## config.mk

```make
export PLATFORM = sky130hd
export DESIGN_NAME = counter_ctrl
export DESIGN_NICKNAME = d
export VERILOG_FILES = /design/src/rtl/counter_pkg.sv /design/src/rtl/sync_counter.sv /design/src/rtl/counter_ctrl.sv
export SDC_FILE = /design/constraint.sdc
export NUM_CORES = 1
export LEC_CHECK = 0
export CORE_UTILIZATION = 35
export DETAILED_ROUTE_END_ITERATION = 12
export PLACE_DENSITY = 0.7
export SYNTH_ARGS = -nofsm -noshare
export SYNTH_HDL_FRONTEND = slang
export SYNTH_HIERARCHICAL = 1
export SYNTH_SLANG_ARGS = --single-unit
```

## constraint.sdc

```tcl
create_clock -name clk -period 5 [get_ports clk]
set_input_delay 1 -clock clk [delete_from_list [all_inputs] [get_ports clk]]
set_output_delay 1 -clock clk [all_outputs]
set_load 0.005 [all_outputs]
```

## src/rtl/counter_pkg.sv

```systemverilog
// Shared types and command encodings for the counter controller.
package counter_pkg;

  typedef enum logic [1:0] {
    ST_IDLE = 2'd0,
    ST_LOAD = 2'd1,
    ST_RUN  = 2'd2,
    ST_DONE = 2'd3
  } state_e;

  localparam logic [1:0] OP_START_ONESHOT  = 2'b00;
  localparam logic [1:0] OP_START_PERIODIC = 2'b01;
  localparam logic [1:0] OP_STOP           = 2'b10;
  localparam logic [1:0] OP_CLEAR          = 2'b11;

  // Both START ops share op[1] == 0; op[0] selects periodic.
  function automatic logic is_start(input logic [1:0] op);
    return (op[1] == 1'b0);
  endfunction

endpackage

```

## src/rtl/sync_counter.sv

```systemverilog
// WIDTH-bit synchronous up-counter. Clear beats enable; wraps naturally.
module sync_counter #(
  parameter int WIDTH = 4
) (
  input  logic             clk,
  input  logic             reset,
  input  logic             clr,
  input  logic             en,
  output logic [WIDTH-1:0] q
);

  logic [WIDTH-1:0] cnt_q;

  // Count register: reset/clear to zero, otherwise increment when enabled.
  always_ff @(posedge clk) begin
    if (reset)    cnt_q <= '0;
    else if (clr) cnt_q <= '0;
    else if (en)  cnt_q <= cnt_q + 1'b1;
  end

  assign q = cnt_q;

endmodule

```

## src/rtl/counter_ctrl.sv

```systemverilog
// Command-driven controller sequencing a sync_counter: load limit, run
// one-shot or periodic, stop and clear, with tc/busy/done status.
module counter_ctrl
  import counter_pkg::*;
#(
  parameter int WIDTH = 4
) (
  input  logic             clk,
  input  logic             reset,
  input  logic             cmd_valid,
  output logic             cmd_ready,
  input  logic [1:0]       cmd_op,
  input  logic [WIDTH-1:0] cmd_limit,
  output logic [WIDTH-1:0] q,
  output logic             busy,
  output logic             tc_pulse,
  output logic             done
);

  state_e           state_q, state_d;
  logic [WIDTH-1:0] limit_q, limit_d;
  logic             mode_q, mode_d;   // 1 = periodic
  logic             done_q, done_d;
  logic             cnt_clr, cnt_en;
  logic             accept;

  sync_counter #(.WIDTH(WIDTH)) u_cnt (
    .clk   (clk),
    .reset (reset),
    .clr   (cnt_clr),
    .en    (cnt_en),
    .q     (q)
  );

  assign cmd_ready = (state_q != ST_LOAD) && !reset;
  assign accept    = cmd_valid && cmd_ready;
  assign tc_pulse  = (state_q == ST_RUN) && (q == limit_q);
  assign busy      = (state_q == ST_LOAD) || (state_q == ST_RUN);
  assign done      = done_q;

  // Control registers: state, latched limit/mode and sticky done.
  always_ff @(posedge clk) begin
    if (reset) begin
      state_q <= ST_IDLE;
      limit_q <= '0;
      mode_q  <= 1'b0;
      done_q  <= 1'b0;
    end else begin
      state_q <= state_d;
      limit_q <= limit_d;
      mode_q  <= mode_d;
      done_q  <= done_d;
    end
  end

  // Next state and counter control; an accepted command overrides the
  // terminal-count transition in the same cycle.
  always_comb begin
    state_d = state_q;
    limit_d = limit_q;
    mode_d  = mode_q;
    done_d  = done_q;
    cnt_clr = 1'b0;
    cnt_en  = 1'b0;
    if (accept) begin
      done_d = 1'b0;
      if (is_start(cmd_op)) begin
        state_d = ST_LOAD;
        limit_d = cmd_limit;
        mode_d  = cmd_op[0];
        cnt_clr = 1'b1;
      end else begin
        state_d = ST_IDLE;
        cnt_clr = (cmd_op == OP_CLEAR);
      end
    end else begin
      case (state_q)
        ST_LOAD: state_d = ST_RUN;
        ST_RUN: begin
          if (tc_pulse) begin
            if (mode_q) begin
              cnt_clr = 1'b1;
            end else begin
              state_d = ST_DONE;
              done_d  = 1'b1;
            end
          end else begin
            cnt_en = 1'b1;
          end
        end
        default: ;
      endcase
    end
  end

endmodule

```

Yosys cells after proc, flatten, opt, wreduce, memory -nomap -nowiden
Cells that the tools add are included.
- bitwise gates (word level): 2
- $add $sub $neg: 1
- reduce and logical (&&, ||, !) cells: 11
- multiplexer cells: 13
- equal/unequal tests: 7
- operator list (kind ; count):
    $mux 1 ; 9
    $mux 2 ; 3
    $ne 3x3->1 const B ; 2
    $reduce_and 3->1 ; 2
    $add 4x1->4 const B ; 1
    $eq 2x2->1 const B ; 2
    $eq 4x4->1 ; 1
    $pmux 2 s2 ; 1
    $reduce_or 2->1 ; 2
    $logic_and 1x1->1 ; 3
    $reduce_bool 3->1 ; 1
    $eq 2x1->1 const B ; 1
    $ne 2x1->1 const B ; 1
    $not 1->1 ; 2
    $reduce_and 2->1 ; 1
    $logic_not 1->1 ; 1
    $logic_or 1x1->1 ; 1
- logic and storage cells: 39
- flip-flop bits (word level): 12
- input bits: 9
- output and inout bits: 8

Longest topological paths before layout
Gate-level depths: netlist of the first run.
- word-level depth: 6
- mapped depth: 8
- mapped depth without buffers: 7

Cells and area by module
Netlist of the first run, hierarchy kept.
- modules (own cells, without submodules) (module ; seq. area each (sq um) ; cells an instance ; area an instance (sq um) ; instances):
    counter_ctrl ; 160.2 ; 55 ; 480.5 ; 1
    sync_counter ; 80.1 ; 17 ; 177.7 ; 1

Worst setup path before layout of the first run
OpenSTA, ideal clock, no wires.
- path kind: input to register
- from: in reset
- to: reg u_cnt.cnt_q[2], in the netlist u_cnt/q[2]
- path slack: 2644 ps
- buffers on the path: 2
- setup time: 70 ps
- required time: 4930 ps
- data arrival time: 2286 ps
- stages on the path: 7
- path through: buf_6 > or3b_1 > buf_6 > nor3b_1 > a21oi_1 > or2_2 > a21oi_1
- longest elaborated chain between the ends: 5
- elaborated cells between the ends (all ways): 6
- those cells by class: mux: 2; reduce/logical: 4
- RTL lines (element ; line ; text):
    start, declared ; counter_ctrl.sv:9 ; input logic reset,
    $logic_not 1->1 ; counter_ctrl.sv:35 ; assign cmd_ready = (state_q != ST_LOAD) && !reset;
    $logic_and 1x1->1 ; counter_ctrl.sv:35 ;
    $logic_and 1x1->1 ; counter_ctrl.sv:36 ; assign accept = cmd_valid && cmd_ready;
    $mux 1 ; counter_ctrl.sv:65 ; if (accept) begin
    net cnt_clr ; counter_ctrl.sv:24 ; logic cnt_clr, cnt_en;
    $reduce_or 2->1 (no line) ; - ;
    end signal, assigned ; sync_counter.sv:18 ; else if (en) cnt_q <= cnt_q + 1'b1;
    end, declared ; sync_counter.sv:12 ; logic [WIDTH-1:0] cnt_q;
The timed path passes the listed nets, and every way through them passes these cells.
A chain may end at the register's enable or synchronous reset.

Final worst setup path of the first run
- from: in reset
- to: out cmd_ready
- longest elaborated chain between the ends: 2
- RTL lines (element ; line ; text):
    $logic_not 1->1 ; counter_ctrl.sv:35 ;
    $logic_and 1x1->1 ; counter_ctrl.sv:35 ;
    end, declared ; counter_ctrl.sv:11 ; output logic cmd_ready,
Every way passes these cells.

==> impl_metrics.toml, run 1 <==
[die]
boundaryPins = 17
die_width_um = 45.4
die_h_um = 45.4
rows = 15
die_area_sq_um = 2060
start_util_pct = 37.7
core_area_sq_um = 1750

[yosys]
ys_top_cells_by_count = "12 x dfxtp_1, 8 x a21oi_1, 5 x nand2_1, 5 x nor2_1, 5 x o21ai_1"
synth-edff-count = 0
synth-seq-cells = 12
ys_warn_count = 6
synth_seq_area_share_pct = 36.5
yosysTopAreaCell = "dfxtp_1"
synth-main-ff-cell = "dfxtp_1"
async_flop_share_pct = 0
synth.top_cell.area_share_pct = 36.5
netlist_area_sq_um = 658
synthCells = 72
yosysUniqueCellTypes = 29
yosysMostFrequentCell = "dfxtp_1"
syn_nets = 84
avgSynthCellArea_sq_um = 9.14
yosys-top-cells-area = "dfxtp_1 37%, a21oi_1 6.1%, ha_1 5.7%"

[timing]
finalHoldViolations = 0
period_needed_ns = 3.30
maxSlewHeadroom_pct = 70.3
fin_crit_sh_pct = 66.1
timing.fmax_mhz = 303
worst_pin_slew_ns = 0.446
rsz0062_at_grt = "no"
final_max_slew_viol_count = 0
setup_viol = 0
post-route-worst-setup-slack_ns = 1.70
holdWs_ns = 0.497
clock_skew_ns = 0.00194
finalSetupTns_ns = 0

[route]
avgViaCountPerCell = 4.66
vias = 536
drc = 0
antenna_left = 0
first_iter_violations = 7
finalWirelength_um = 1210
dr.pass1.iters = 4
drt-wirelength-per-cell_um = 10.5

[global_route]
grt_max_degree = 14
grt_pass1_wl_um = 2040
grt_pass1_vias = 465
overflow = 0
antenna_found_initial = 0
track_usage_pct = 14.6

[power]
power_frac_seq_pct = 41.9
powerDensity_nw_per_um2 = 292
switching_power_uw = 69.4
p_int_uw = 183
p_leak_uw = 0.000337
switching_share_pct = 27.5
p_clk_share_pct = 30.7
peakVddDrop_v = 0.000171
combPwrFrac_pct = 27.4

[clock_tree]
post_cts_buffers = 0
cts_buffers = 3
ctsResizeCount = 0
cts_buffer_depth = 2
clk_pin_slew_ns = 0.08
hold_buffers = 0
cts_num_sinks = 12
tritoncts = "built"
root_buffer = "clkbuf_4"
cts_max_level = 1
insertion_delay_ns = 0.27

[place]
gp_congestion = 0.754
portBuffers = 16
dp_slack_ns = 1.69
dpl.hpwl_um = 918

[setup_path]
cp.arrival_ns = 2.30
path_cells = "clkdlybuf4s50_1 > nor2_1 > clkdlybuf4s50_1"
path_max_fanout = 13
worst_setup_path_end_kind = "output port"
slowest_delay_ns = 0.62
crit_top_cell = "clkdlybuf4s50_1"
critPathKind = "in2out"
cp_slowest_cell = "clkdlybuf4s50_1"
start_kind = "input port"
required_ns = 4.00

[worst_hold_path]
hold_class = "reg2reg"

[flow_run]
maxCapViolCount = 0

[layout]
nFillCells = 160
drive_above_1_share_pct = 11.1
finalNetCount = 103
final_util_pct = 49.5
diodes = 0
area_delta_synth_final_pct = 31.2

[status]
outcome = "completed"
==> area by class of cell <==
cell class	count	area (sq um)	share of cell area [%]
Clock buffer	4	36.3	4.20
Inverter	4	15.0	1.74
Multi-Input combinational cell	54	380	44.1
Sequential cell	12	240	27.8
Tap cell	25	31.3	3.62
Timing Repair Buffer	16	160	18.6
==> logic make-up (layout without fill, tap and decap cells) <==
kind of cell / Yosys count / in the layout / share of synthesized area, %
XOR/XNOR: 5 / 5 / 6.65
buffers and inverters: 6 / 24 / 5.70
adder cells (fa/ha/maj): 3 / 3 / 5.70
flip-flops: 12 / 12 / 36.5
AO/OA/AOI/OAI: 19 / 19 / 18.1
AND/OR/NAND/NOR: 25 / 25 / 24.1
multiplexers: 2 / 2 / 3.23
==> critical path, delay by kind of cell <==
kind	cells	cell delay [ns]
and+or+nand+nor	1	0.17
buffers and inverters	2	1.14
==> flip-flops by register name, indices dropped and copies added, names as in the netlist <==
| name | cells |
|---|---|
| limit_q | 4 |
| u_cnt/q | 4 |
| mode_q | 1 |
| done | 1 |
| state_q | 2 |
==> power by group through the flow <==
stage                     Combinational (uW)  Sequential, uW  Clock [uW]
after CTS                               69.8             106        79.8
final                                   69.1             106        77.3
after global placement                  68.8             108           0
after floorplan                         45.0             107           0
after global routing                    78.2             107        83.6
after detailed placement                69.4             108           0
==> cells in the final DEF (no fill, tap or decap), types with 3 or more instances in the layout <==
master	count
clkdlybuf4s50_1	16
dfxtp_1	12
a21oi_1	8
nor2_1	5
nand2_1	5
o21ai_1	5
inv_1	4
xor2_1	4
ha_1	3
clkbuf_4	3
==> metrics by stage <==
step                cell area, sq um  std cells  total power, uW
CTS                              863        115              255
global placement                 827        111              177
detailed placement               827        111              177
global route                     863        115              269
floorplan                        658         72              152
finish                           863        115              252
==> worst paths after layout <==
path / startpoint / cells past startpoint / end / slack [ns]
worst max-delay path: reset / 3 / cmd_ready / 1.70
worst min-delay path: limit_q[0]$_SDFFE_PP0P_ / 2 / limit_q[0]$_SDFFE_PP0P_ / 0.50
worst max register to register: state_q[1]$_SDFFE_PP0P_ / 7 / u_cnt/q[2]$_SDFFE_PP0P_ / 2.88
worst min register to register: limit_q[0]$_SDFFE_PP0P_ / 2 / limit_q[0]$_SDFFE_PP0P_ / 0.50
==> layer usage <==
layer | share of wire, % | wire length, um | GRT usage [%]
met1 | 50 | 601 | 20.9
met2 | 45 | 550 | 18.8
met3 | 3.1 | 38 | 2.80
met4 | 1.6 | 19 | 10.9
met5 | 0 | 0 | 0
(Power assumes the default switching activity.)
==> run 2: changes to the inputs <==
==> constraint.sdc (replaced) <==
create_clock -name clk -period 3.1 [get_ports clk]
set_input_delay 0.62 -clock clk [delete_from_list [all_inputs] [get_ports clk]]
set_output_delay 0.62 -clock clk [all_outputs]
set_load 0.005 [all_outputs]
==> run 2 against run 1 <==
Compared with the run above:
- combinational power increased by 64%
- register-to-register slack worse by 1.9 ns
- non-clock buffer count rose by 2
- sequential share of layout area barely moved
- setup slack got worse by 1.1 ns
- first-iteration DRC count rose by 110%
- power rose by 50%
- clock-buffer cell count down 1
- largest cell class unchanged
- cell count up 0.87%
- hold slack gained 0.0010 ns
- via count up 7.5%
==> impl_metrics.toml, run 2 (same netlist as run 1, synthesis figures left out) <==
[flow_run]
maxCapViolCount = 0

[setup_path]
worst-path-stages = 4
worstReg2RegEnd = "u_cnt/q[2]$_SDFFE_PP0P_"
start_kind = "flop"
path_cells = "xor2_1 > nor4_4 > and2_1 > clkdlybuf4s50_1"
cp_slowest_cell = "clkdlybuf4s50_1"
critPathKind = "reg2out"
r2r.worst_path.cells = 7
path_max_fanout = 5
reg2reg_slack_ns = 1.02
worst_setup_path_end_kind = "output port"
cp_top_family = "simple AND/OR/NAND/NOR gates"
reg2reg_from = "state_q[1]$_SDFFE_PP0P_"
slowest_delay_ns = 0.49
required_ns = 2.48
critPathBufInv = 1
cp.arrival_ns = 1.92

[global_route]
antenna_found_initial = 0
use_met2_pct = 23.2
overflow = 0
grt_use_met3_pct = 3.60
grt_max_degree = 12
track_usage_pct = 15.6
grt_pass1_vias = 530
busiest_layer = "met2"
grt_pass1_wl_um = 2260
use_met1_pct = 20.4

[die]
die_h_um = 45.4
boundaryPins = 17
die_area_sq_um = 2060
core_area_sq_um = 1750
die_width_um = 45.4
rows = 15
start_util_pct = 37.7

[route]
drt-wirelength-per-cell_um = 11.2
vias = 576
dr.pass1.iters = 4
first_iter_violations = 15
finalWirelength_um = 1300
avgViaCountPerCell = 4.97
drc = 0
antenna_left = 0

[power]
p_clk_share_pct = 24.8
p_leak_uw = 0.000340
switching_share_pct = 28.5
powerDensity_nw_per_um2 = 437
power_frac_seq_pct = 45.3
p_int_uw = 270
switching_power_uw = 108
power.total_uw = 378
combPwrFrac_pct = 29.9
peakVddDrop_v = 0.000181

[layout]
area_delta_synth_final_pct = 31.4
drive_above_1_share_pct = 12.1
mostFrequentLayoutCell = "clkdlybuf4s50_1"
final_cell_mix = "16 x clkdlybuf4s50_1, 12 x dfxtp_1, 8 x a21oi_1"
fin_area_sq_um = 865
final_cells = 116
finalNetCount = 105
nFillCells = 173
diodes = 0

[clock_tree]
cts_buffer_depth = 2
ctsResizeCount = 0
post_cts_buffers = 0
cts_buffers = 3
root_buffer = "clkbuf_4"
cts_num_sinks = 12
clk_pin_slew_ns = 0.07
tritoncts = "built"
insertion_delay_ns = 0.27
cts_max_level = 1
hold_buffers = 0

[timing]
period_needed_ns = 2.54
final_max_slew_viol_count = 0
finalHoldViolations = 0
finalSetupTns_ns = 0
rsz0062_at_grt = "no"
maxSlewHeadroom_pct = 71.4
timing.fmax_mhz = 394
setup_viol = 0
clock_skew_ns = 0.00198
fin_crit_sh_pct = 81.9
worst_pin_slew_ns = 0.428

[worst_hold_path]
hold_path_end = "limit_q[1]$_SDFFE_PP0P_"
hold_class = "reg2reg"
min-delay-start = "limit_q[1]$_SDFFE_PP0P_"
hold_depth = 2

[place]
dpl.hpwl_um = 1000
gp_congestion = 0.790
portBuffers = 16
placedCellCount = 113
post_dp_cell_area_sq_um = 842

[status]
outcome = "completed"
-- run 2: worst max path at each step --
| stage | to | startpoint |
|---|---|---|
| finish | tc_pulse | u_cnt/q[1]$_SDFFE_PP0P_ |
| global route | tc_pulse | u_cnt/q[1]$_SDFFE_PP0P_ |
| CTS | tc_pulse | u_cnt/q[1]$_SDFFE_PP0P_ |
| detailed placement | u_cnt/q[2]$_SDFFE_PP0P_ | reset |
| global placement | u_cnt/q[2]$_SDFFE_PP0P_ | cmd_valid |
| floorplan | u_cnt/q[2]$_SDFFE_PP0P_ | reset |
-- run 2: final cells by class --
cell class,count,area (sq um),area share [%]
repair buffers,18,175,20.3
multi-input cells,54,380,44.0
inverters,4,15.0,1.74
flip-flops and latches,12,240,27.8
well taps,25,31.3,3.62
clock buffers,3,22.5,2.60
-- run 2: power groups by stage --
stage	clock [uW]	sequential, uW	combinational [uW]
CTS	98.0	171	114
finish	93.7	171	113
floorplan	0	173	72.6
global placement	0	174	112
global route	103	173	125
detailed placement	0	175	114
-- run 2: per-layer routing --
layer / routed length [um] / share of wire (%)
met5: 0 / 0
met2: 625 / 48
met3: 39 / 3.0
met4: 39 / 3.0
met1: 597 / 46
-- run 2: tightest hold or removal path: cells and delay by family, from the launching register on --
kind               cells  cell delay, ns
AOI/OAI and AO/OA      2            0.13
DFF                    1            0.32
-- run 2: per-stage QoR --
| step | setup slack, ns | hold WS [ns] | util, % |
|---|---|---|---|
| 2_1_floorplan | 1.12 | 0.466 | - |
| 3_3_place_gp | 0.603 | 0.482 | 48.2 |
| 3_5_place_dp | 0.576 | 0.491 | 48.2 |
| 4_1_cts | 0.538 | 0.502 | 49.5 |
| 5_1_grt | 0.498 | 0.530 | 49.5 |
| 6_report | 0.560 | 0.498 | 49.5 |
==> run 3: changes to the inputs <==
==> constraint.sdc (replaced) <==
create_clock -name clk -period 2.7 [get_ports clk]
set_input_delay 0.54 -clock clk [delete_from_list [all_inputs] [get_ports clk]]
set_output_delay 0.54 -clock clk [all_outputs]
set_load 0.005 [all_outputs]
==> run 3 against run 2 <==
Compared with the run above:
- register-to-register slack got worse by 0.31 ns
- clock-buffer cell count is 1 higher
- wire length down 1.3%
- flip-flop and latch count stayed put
- critical path depth is the same
- largest power group unchanged
==> impl_metrics.toml, run 3 (same netlist as run 1, synthesis figures left out) <==
[setup_path]
critPathBufInv = 1
r2r.worst_path.cells = 7
worstReg2RegEnd = "u_cnt/q[2]$_SDFFE_PP0P_"
path_max_fanout = 5
cp_top_family = "simple AND/OR/NAND/NOR gates"
reg2reg_from = "state_q[1]$_SDFFE_PP0P_"
reg2reg_slack_ns = 0.71
required_ns = 2.16
start_kind = "flop"
cp_slowest_cell = "clkdlybuf4s50_1"
slowest_delay_ns = 0.49
path_cells = "xor2_1 > nor4_4 > and2_1 > clkdlybuf4s50_1"
critPathKind = "reg2out"
cp.arrival_ns = 1.93
worst_setup_path_end_kind = "output port"

[clock_tree]
insertion_delay_ns = 0.27
post_cts_buffers = 0
cts_buffer_depth = 2
cts_buffers = 3
tritoncts = "built"
hold_buffers = 0
root_buffer = "clkbuf_4"
cts_num_sinks = 12
clk_pin_slew_ns = 0.08
cts_max_level = 1
ctsResizeCount = 0

[global_route]
overflow = 0
grt_max_degree = 11
grt_pass1_vias = 454
track_usage_pct = 13.8
grt_pass1_wl_um = 2020
antenna_found_initial = 0

[timing]
finalSetupTns_ns = 0
fin_crit_sh_pct = 91.3
finalHoldViolations = 0
post-route-worst-setup-slack_ns = 0.234
timing.fmax_mhz = 406
maxSlewHeadroom_pct = 72.3
clock_skew_ns = 0.00768
period_needed_ns = 2.47
holdWs_ns = 0.493
rsz0062_at_grt = "no"
setup_viol = 0
final_max_slew_viol_count = 0
worst_pin_slew_ns = 0.414

[route]
drt-wirelength-per-cell_um = 11.0
first_iter_violations = 4
drc = 0
antenna_left = 0
avgViaCountPerCell = 4.76
dr.pass1.iters = 4
finalWirelength_um = 1290
vias = 557

[flow_run]
maxCapViolCount = 0

[layout]
final_cell_mix = "16 x clkdlybuf4s50_1, 12 x dfxtp_1, 8 x a21oi_1"
area_delta_synth_final_pct = 33.5
mostFrequentLayoutCell = "clkdlybuf4s50_1"
diodes = 0
drive_above_1_share_pct = 13.0
finalNetCount = 105
fin_area_sq_um = 878

[power]
p_clk_share_pct = 30.2
power.total_uw = 469
peakVddDrop_v = 0.000301
switching_share_pct = 27.1
power_frac_seq_pct = 41.9
p_leak_uw = 0.000346
switching_power_uw = 127
p_int_uw = 342
powerDensity_nw_per_um2 = 534
combPwrFrac_pct = 27.9

[place]
gp_congestion = 0.745
post_dp_cell_area_sq_um = 842
dpl.hpwl_um = 1020
portBuffers = 16
dp_slack_ns = 0.330

[die]
boundaryPins = 17
die_width_um = 45.4
rows = 15
start_util_pct = 37.7
core_area_sq_um = 1750
die_area_sq_um = 2060
die_h_um = 45.4

[worst_hold_path]
hold_depth = 2
hold_path_end = "limit_q[1]$_SDFFE_PP0P_"
hold_class = "reg2reg"
min-delay-start = "limit_q[1]$_SDFFE_PP0P_"

[status]
outcome = "completed"
## run 3: how the worst max path moves through the flow
stage,start,end,slack [ns],cells after the start
finish,u_cnt/q[0]$_SDFFE_PP0P_,tc_pulse,0.23,4
global route,u_cnt/q[1]$_SDFFE_PP0P_,tc_pulse,0.09,4
CTS,u_cnt/q[0]$_SDFFE_PP0P_,tc_pulse,0.20,4
detailed placement,reset,u_cnt/q[3]$_SDFFE_PP0P_,0.33,6
global placement,cmd_valid,u_cnt/q[2]$_SDFFE_PP0P_,0.37,6
floorplan,reset,u_cnt/q[2]$_SDFFE_PP0P_,0.80,7
## run 3: area by class of cell
| cell class | count | area (sq um) |
|---|---|---|
| Clock buffer | 4 | 36.3 |
| Fill cell | 174 | 867 |
| Inverter | 4 | 15.0 |
| Multi-Input combinational cell | 54 | 380 |
| Sequential cell | 12 | 240 |
| Tap cell | 25 | 31.3 |
| Timing Repair Buffer | 18 | 175 |
## run 3: metal layers
| layer | global-route usage (%) | vias up | share of wire (%) |
|---|---|---|---|
| met3 | 5.20 | 2 | 5.1 |
| met4 | 3.64 | 0 | 1.1 |
| li1 | - | 290 | - |
| met1 | 18.5 | 252 | 47 |
| met5 | 0 | - | 0 |
| met2 | 20.6 | 13 | 46 |
## run 3: through the flow
stage,utilization [%],cells
after floorplan,-,72
after global placement,48.2,113
after detailed placement,48.2,113
after CTS,50.3,117
after global routing,50.3,117
final,50.3,117
## run 3: power groups by stage
stage               Clock (uW)  Combinational, uW  Sequential (uW)
floorplan                    0               83.4              199
global placement             0                131              200
detailed placement           0                132              200
CTS                        149                132              196
global route               155                143              198
finish                     142                131              196
## run 3: worst reg2reg max path, stage by stage (launching register included)
cell,delay (ns)
dfxtp_1,0.35
inv_1,0.05
ha_1,0.20
or3b_1,0.51
nor3b_1,0.26
a21oi_1,0.09
or2_2,0.34
a21oi_1,0.12
